<file path="config.mk">
export PLATFORM = sky130hd
export DESIGN_NAME = parking_gate_arbiter
export DESIGN_NICKNAME = d
export VERILOG_FILES = /design/src/rtl/parking_gate_arbiter.sv
export SDC_FILE = /design/constraint.sdc
export NUM_CORES = 1
export LEC_CHECK = 0
export ABC_AREA = 1
export CORE_ASPECT_RATIO = 1.4
export CORE_MARGIN = 5
export CORE_UTILIZATION = 57
export DETAILED_ROUTE_END_ITERATION = 16
export MAX_ROUTING_LAYER = met4
export PLACE_DENSITY_LB_ADDON = 0.15
export SYNTH_ARGS = -nofsm -noshare
export SYNTH_HDL_FRONTEND = slang
export SYNTH_SLANG_ARGS = --single-unit
</file>
<file path="constraint.sdc">
create_clock -name clk_i -period 2.35 [get_ports clk_i]
set_input_delay 0.235 -clock clk_i [delete_from_list [all_inputs] [get_ports clk_i]]
set_output_delay 0.235 -clock clk_i [all_outputs]
set_load 0.01 [all_outputs]
</file>
<file path="src/rtl/parking_gate_arbiter.sv">
// parking_gate_arbiter: decodes entry/exit at two gates and arbitrates them onto one inc/dec counter interface
module parking_gate_arbiter #(
    parameter int CAPACITY = 25,
    parameter int CNT_W    = 5,
    parameter int PEND_W   = 2
) (
    input  logic             clk_i,
    input  logic             reset_i,
    input  logic             a0_i,
    input  logic             b0_i,
    input  logic             a1_i,
    input  logic             b1_i,
    output logic             inc_o,
    output logic             dec_o,
    output logic [CNT_W-1:0] occupancy_o,
    output logic             full_o,
    output logic             empty_o,
    output logic [1:0]       err_o,
    output logic [1:0]       drop_o,
    output logic             uflow_o
);
    typedef enum logic [2:0] {IDLE, EN1, EN2, EN3, EX1, EX2, EX3, ERR} state_t;

    localparam logic [PEND_W-1:0] PEND_MAX = '1;
    localparam logic [CNT_W-1:0]  CAP      = CNT_W'(CAPACITY);

    logic [1:0]        sync1_q    [2];
    logic [1:0]        ab_q       [2];
    state_t            state_q    [2];
    state_t            state_d    [2];
    logic [PEND_W-1:0] pend_in_q  [2];
    logic [PEND_W-1:0] pend_in_d  [2];
    logic [PEND_W-1:0] pend_out_q [2];
    logic [PEND_W-1:0] pend_out_d [2];
    logic [1:0]        ent_ev, ext_ev, err_d, drop_d;
    logic [1:0]        has_in, has_out, ret_in, ret_out;
    logic              sel_in, sel_out, srv_in, srv_out;
    logic              last_in_q, last_out_q;
    logic [CNT_W-1:0]  occ_q, occ_d;
    logic              inc_q, dec_q, uflow_q, inc_d, dec_d, uflow_d;
    logic [1:0]        err_q, drop_q;

    // two-flop synchronizer per gate, {a,b} packed, cleared in reset
    always_ff @(posedge clk_i) begin
        if (!reset_i) begin
            sync1_q <= '{default: 2'b00};
            ab_q    <= '{default: 2'b00};
        end else begin
            sync1_q[0] <= {a0_i, b0_i};
            sync1_q[1] <= {a1_i, b1_i};
            ab_q       <= sync1_q;
        end
    end

    // sensor FSM state register
    always_ff @(posedge clk_i) begin
        for (int i = 0; i < 2; i++) begin
            state_q[i] <= !reset_i ? IDLE : state_d[i];
        end
    end

    // sensor sequence decode: next state, completed events, error entry
    always_comb begin
        for (int i = 0; i < 2; i++) begin
            state_d[i] = state_q[i];
            case (state_q[i])
                IDLE:    state_d[i] = (ab_q[i] == 2'b10) ? EN1 : (ab_q[i] == 2'b01) ? EX1 :
                                      (ab_q[i] == 2'b11) ? ERR : IDLE;
                EN1:     state_d[i] = (ab_q[i] == 2'b11) ? EN2 : (ab_q[i] == 2'b00) ? IDLE :
                                      (ab_q[i] == 2'b01) ? ERR : EN1;
                EN2:     state_d[i] = (ab_q[i] == 2'b01) ? EN3 : (ab_q[i] == 2'b10) ? EN1 :
                                      (ab_q[i] == 2'b00) ? ERR : EN2;
                EN3:     state_d[i] = (ab_q[i] == 2'b00) ? IDLE : (ab_q[i] == 2'b11) ? EN2 :
                                      (ab_q[i] == 2'b10) ? ERR : EN3;
                EX1:     state_d[i] = (ab_q[i] == 2'b11) ? EX2 : (ab_q[i] == 2'b00) ? IDLE :
                                      (ab_q[i] == 2'b10) ? ERR : EX1;
                EX2:     state_d[i] = (ab_q[i] == 2'b10) ? EX3 : (ab_q[i] == 2'b01) ? EX1 :
                                      (ab_q[i] == 2'b00) ? ERR : EX2;
                EX3:     state_d[i] = (ab_q[i] == 2'b00) ? IDLE : (ab_q[i] == 2'b11) ? EX2 :
                                      (ab_q[i] == 2'b01) ? ERR : EX3;
                ERR:     state_d[i] = (ab_q[i] == 2'b00) ? IDLE : ERR;
                default: state_d[i] = IDLE;
            endcase
            ent_ev[i] = (state_q[i] == EN3) && (ab_q[i] == 2'b00);
            ext_ev[i] = (state_q[i] == EX3) && (ab_q[i] == 2'b00);
            err_d[i]  = (state_d[i] == ERR) && (state_q[i] != ERR);
        end
    end

    // exits always win; within a class the gate served last loses a tie
    assign has_out = {pend_out_q[1] != '0, pend_out_q[0] != '0};
    assign has_in  = {pend_in_q[1] != '0, pend_in_q[0] != '0};
    assign sel_out = (&has_out) ? ~last_out_q : has_out[1];
    assign sel_in  = (&has_in) ? ~last_in_q : has_in[1];
    assign srv_out = |has_out;
    assign srv_in  = ~srv_out & (|has_in) & ~full_o;
    assign dec_d   = srv_out & (occ_q != '0);
    assign uflow_d = srv_out & (occ_q == '0);
    assign inc_d   = srv_in;
    assign ret_out = {srv_out & sel_out, srv_out & ~sel_out};
    assign ret_in  = {srv_in & sel_in, srv_in & ~sel_in};
    assign occ_d   = dec_d ? occ_q - 1'b1 : inc_d ? occ_q + 1'b1 : occ_q;

    // pending counters: an event and a retire on the same counter cancel, a saturated event is dropped
    always_comb begin
        for (int i = 0; i < 2; i++) begin
            pend_in_d[i]  = (ent_ev[i] & ~ret_in[i] & (pend_in_q[i] != PEND_MAX)) ? pend_in_q[i] + 1'b1 :
                            (~ent_ev[i] & ret_in[i]) ? pend_in_q[i] - 1'b1 : pend_in_q[i];
            pend_out_d[i] = (ext_ev[i] & ~ret_out[i] & (pend_out_q[i] != PEND_MAX)) ? pend_out_q[i] + 1'b1 :
                            (~ext_ev[i] & ret_out[i]) ? pend_out_q[i] - 1'b1 : pend_out_q[i];
            drop_d[i]     = (ent_ev[i] & ~ret_in[i] & (pend_in_q[i] == PEND_MAX)) |
                            (ext_ev[i] & ~ret_out[i] & (pend_out_q[i] == PEND_MAX));
        end
    end

    // pending queues, round-robin pointers, shadow occupancy and registered pulses
    always_ff @(posedge clk_i) begin
        if (!reset_i) begin
            pend_in_q  <= '{default: '0};
            pend_out_q <= '{default: '0};
            last_in_q  <= 1'b1;
            last_out_q <= 1'b1;
            occ_q      <= '0;
            inc_q      <= 1'b0;
            dec_q      <= 1'b0;
            uflow_q    <= 1'b0;
            err_q      <= '0;
            drop_q     <= '0;
        end else begin
            pend_in_q  <= pend_in_d;
            pend_out_q <= pend_out_d;
            last_in_q  <= srv_in ? sel_in : last_in_q;
            last_out_q <= srv_out ? sel_out : last_out_q;
            occ_q      <= occ_d;
            inc_q      <= inc_d;
            dec_q      <= dec_d;
            uflow_q    <= uflow_d;
            err_q      <= err_d;
            drop_q     <= drop_d;
        end
    end

    assign inc_o       = inc_q;
    assign dec_o       = dec_q;
    assign uflow_o     = uflow_q;
    assign err_o       = err_q;
    assign drop_o      = drop_q;
    assign occupancy_o = occ_q;
    assign full_o      = occ_q == CAP;
    assign empty_o     = occ_q == '0;
endmodule

</file>
Word level (Yosys, flattened, before mapping)
Memories as Yosys holds them, arrays and structs flattened. Cells that the tools add are included.

Bits in registers: 30. Bits in writable memories: 6. Input port bits: 6. Logic and storage cells: 185. Memories kept: 1.

Memory list: state_q (depth 2, width 3, read ports 2, clocked after memory_dff 0, write ports 2, line 29) `state_t state_q [2];`.

Add/subtract/negate cells: 10. Eq/ne operators: 33. Mux-type cells: 60. Bitwise logic cells: 40. Reduce and logical (&&, ||, !) cells: 25.

Operator list (number): 3-bit 2-to-1 mux (34); 3-bit case mux with 8 select lines (2); 2-bit 2-to-1 mux (18); 3-bit == test (second input constant) (10); 1-bit AND (24); 2-bit nonzero test (9); 2-bit == test (second input constant) (8); 1-bit inverter (14); 3-bit by 2-bit == test with 1-bit output (second input constant) (4); 5-bit 2-to-1 mux (2); 2-bit by 1-bit adder with 2-bit output (second input constant) (4); 2-bit inequality test (second input constant) (4); 2-bit by 1-bit subtractor with 2-bit output (second input constant) (4); 3-bit by 1-bit == test with 1-bit output (second input constant) (2); 1-bit logical AND (6); 3-bit logical NOT (2); 3-bit inequality test (second input constant) (2); 5-bit by 1-bit adder with 5-bit output (second input constant) (1); 5-bit == test (second input constant) (1); 5-bit logical NOT (1); 5-bit nonzero test (1); 5-bit by 1-bit subtractor with 5-bit output (second input constant) (1); 2-bit by 1-bit == test with 1-bit output (second input constant) (2); 2-bit logical NOT (2); 4 further kinds (10).

Longest topological paths before layout
Depth after elaboration: 10. Gate-level depth with buffers: 13.

Least setup slack after synthesis
Ideal clock, no wire load.

Kind: register to register. Start point: register occ_q[0], in the netlist occupancy_o[0]. End point: register occ_q[4], in the netlist occupancy_o[4]. Library setup time: 0.115 ns. Data arrival time: 1.707 ns. Required time: 2.235 ns. Path slack: 0.528 ns. Cell stages (with the launch flop): 12. Path buffers: 0. Clock period less this slack: 1.822 ns. Path through: dfxtp_1 > nor2_1 > nand4_1 > nand2_1 > inv_1 > ha_1 > inv_1 > o21ai_0 > a21oi_1 > nand2_1 > a21oi_1 > nor2_1.

RTL lines: from (decl) (line 39) `logic [CNT_W-1:0] occ_q, occ_d;`; from (signal assigned) (line 123) `occ_q <= '0;`; from (signal assigned) (line 134) `occ_q <= occ_d;`; 5-bit nonzero test (*) (line 97) `assign dec_d = srv_out & (occ_q != '0);`; 1-bit AND (*) (line 97); via dec_d (line 40) `logic inc_q, dec_q, uflow_q, inc_d, dec_d, uflow_d;`; 5-bit 2-to-1 mux or 2-bit nonzero test (tied branches).

The timed path passes the listed nets; every way through them passes the cells marked *. The select of a mux whose other input is x is not followed. A chain may end at the register's enable or synchronous reset.

Final worst setup path
Start point: register pend_out_q[2] in the netlist's numbering. End point: register occ_q[4], in the netlist occupancy_o[4].

RTL lines: from (decl) (line 33) `logic [PEND_W-1:0] pend_out_q [2];`; from (signal assigned) (line 131) `pend_out_q <= pend_out_d;`; 2-bit nonzero test (*) (line 91) `assign has_out = {pend_out_q[1] != '0, pend_out_q[0] != '0};`; 2-bit OR reduction (*) (line 95) `assign srv_out = |has_out;`; 1-bit AND (*) (line 97); via dec_d (line 40); 5-bit 2-to-1 mux or 2-bit nonzero test (tied branches).

The timed path passes the listed nets; every way through them passes the cells marked *.

==> results.sh <==
export IMPL_status="finished clean"
export IMPL_dp_hpwl_um=3450
export IMPL_fin_crit_ns=2.00
export IMPL_relSlewSlack=0.592
export IMPL_grt_max_degree=15
export IMPL_switching_power_uw=830
export IMPL_htree_levels=2
export IMPL_final_hold_violation_count=0
export IMPL_crit_path_start_kind="flop"
export IMPL_drt_iter0_markers=136
export IMPL_clk_pin_slew_ns=0.08
export IMPL_post_route_util=0.664
export IMPL_p_total_mw=2.15
export IMPL_power_frac_seq=0.382
export IMPL_cts_buffer_depth=2
export IMPL_drc=0
export IMPL_synth_ff_type="dfxtp_1"
export IMPL_die_h_um=84.4
export IMPL_power_internal_mw=1.32
export IMPL_worst_slew_pin_slew_ns=0.610
export IMPL_setup_violations=0
export IMPL_nets=362
export IMPL_yosysSeqAreaShare=0.319
export IMPL_grt_pass1_vias=1890
export IMPL_cts_sinks=36
export IMPL_arrival_ns=2.19
export IMPL_cts_tree="built"
export IMPL_die_w_um=63.2
export IMPL_gp_congestion=0.858
export IMPL_critical_path_class="flop to flop"
export IMPL_finalCritPeriodShare=0.852
export IMPL_avgSynthCellArea_um2=7.18
export IMPL_syn_num_nets=340
export IMPL_post_drt_wl_per_cell_um=11.9
export IMPL_worst_ir_drop_vdd_uv=744
export IMPL_dr_pass1_iters=4
export IMPL_fin_setup_tns_ns=0
export IMPL_grt_pass1_wl_um=7800
export IMPL_grt_total_usage=0.182
export IMPL_clk_latency_ns=0.29
export IMPL_die_area_um2=5330
export IMPL_p_sw_frac=0.385
export IMPL_drtAntennaViolNets=0
export IMPL_grt_setup_unrepaired="false"
export IMPL_antenna_cells=0
export IMPL_synth_edff_count=0
export IMPL_vias=2076
export IMPL_synth_area_um2=2260
export IMPL_root_buffer="clkbuf_8"
export IMPL_cts_setup_buffers=0
export IMPL_numPortBuffers=19
export IMPL_netlist_instances=314
export IMPL_powerDensity_nw_per_um2=835
export IMPL_worst_slack_ns=0.347
export IMPL_drive_gt1_frac=0.0979
export IMPL_critPathCaptureType="flop"
export IMPL_coreArea_um2=3880
export IMPL_crit_fanout=7
export IMPL_leakagePower_nw=1.21
export IMPL_wirelength_um=4530
export IMPL_cts_made_buffers=5
export IMPL_rows=27
export IMPL_via_per_inst=5.46
export IMPL_dp_slack_ns=0.349
export IMPL_ctsResizeCount=0
export IMPL_ctsHoldBuffers=0
export IMPL_synth_cell_type_count=36
export IMPL_ys_ff_latch=36
export IMPL_antenna_found_initial=0
export IMPL_maxSlewViolCount=0
export IMPL_power_frac_clock=0.250
export IMPL_io_pins=20
export IMPL_synth_warnings=0
export IMPL_fin_worst_skew_ns=0.0122
export IMPL_async_flop_share=0
export IMPL_initial_utilization=0.581
export IMPL_area_delta_synth_final_pct=14.4
export IMPL_min_path_type="flop to flop"
export IMPL_worstPathRequired_ns=2.54
export IMPL_drv_cap=0
export IMPL_comb_power_share=0.368
export IMPL_grt_overflow_total=0
export IMPL_fmax_mhz=499
[power groups by stage]
stage | Combinational (mW) | Sequential (mW) | Clock (mW)
2_1_floorplan | 0.606 | 0.818 | 0
3_3_place_gp | 0.782 | 0.832 | 0
3_5_place_dp | 0.787 | 0.835 | 0
4_1_cts | 0.798 | 0.820 | 0.549
5_1_grt | 0.901 | 0.838 | 0.585
6_report | 0.792 | 0.823 | 0.539
[layout by cell type, fill, tap and decap left out, types with 4 or more instances in the layout]
cell,n
clkdlybuf4s50_1,19
o21ai_2,4
a21oi_1,21
nor2_1,36
nand2_1,53
clkbuf_8,5
nand3_1,21
nand3_2,5
inv_2,4
ha_1,19
nor3_1,7
inv_1,46
nand4_1,15
o21ai_0,16
dfxtp_1,36
[critical path: stages, from the launching register on]
cell     delay (ns)
dfxtp_1        0.39
nor2_4         0.14
nand2_2        0.11
nand2_1        0.20
inv_1          0.11
ha_1           0.31
inv_1          0.07
o21ai_0        0.08
a21oi_1        0.17
inv_1          0.06
nand2_1        0.08
nand3_1        0.07
nand2_1        0.06
nor2_1         0.05
[kinds of logic (layout without fill, tap and decap cells)]
logic type      after synthesis  in the layout  share of synthesized area
buf+inv                      56             79                      0.104
flops                        36             36                      0.319
fa+ha+maj                    20             20                      0.114
xor+xnor                      3              3                     0.0116
compound gates               47             47                      0.119
simple gates                152            152                      0.332
[cell usage after synthesis (5+ instances only)]
cell	number	area share
nand3_2	5	0.022
nand4_1	15	0.042
a21oi_1	21	0.047
o21ai_0	16	0.035
dfxtp_1	36	0.32
inv_1	46	0.077
ha_1	19	0.11
nor2_1	36	0.060
nor3_1	7	0.016
nand3_1	21	0.047
nand2_1	53	0.088
[area by class of cell]
type	count	area (um^2)
Clock buffer	5	68.8
Clock inverter	3	42.5
Fill cell	348	1310
Inverter	50	188
Multi-Input combinational cell	222	1300
Sequential cell	36	721
Tap cell	43	53.8
Timing Repair Buffer	21	205
[routing by layer]
layer	up-vias	global-route usage	wire length (um)
met5	-	-	0
met4	0	0.0624	72
li1	1069	-	-
met2	53	0.333	2400
met3	8	0.0415	204
met1	946	0.186	1860
[stage by stage]
step | instance area [um^2] | hold WS [ns] | instances
after global placement | 2470 | 0.402 | 372
after CTS | 2580 | 0.421 | 380
after detailed placement | 2470 | 0.407 | 372
after floorplan | 2260 | 0.333 | 314
after global routing | 2580 | 0.450 | 380
final | 2580 | 0.417 | 380
[state kept, by name, indices dropped and copies added (netlist names)]
name / cells
last_out_q: 1
err_o: 2
uflow_o: 1
state_q: 6
occupancy_o: 5
ab_q: 4
drop_o: 2
last_in_q: 1
pend_out_q: 4
dec_o: 1
inc_o: 1
sync1_q: 4
pend_in_q: 4
[worst paths after layout]
check	from	end	slack (ns)	depth (start not counted)
setup / recovery	pend_out_q[2]	occupancy_o[4]	0.35	13
hold / removal	sync1_q[3]	ab_q[3]	0.42	2
setup reg to reg	pend_out_q[2]	occupancy_o[4]	0.35	13
hold reg to reg	sync1_q[3]	ab_q[3]	0.42	2
Note: power is estimated with default switching activity, not from simulation.
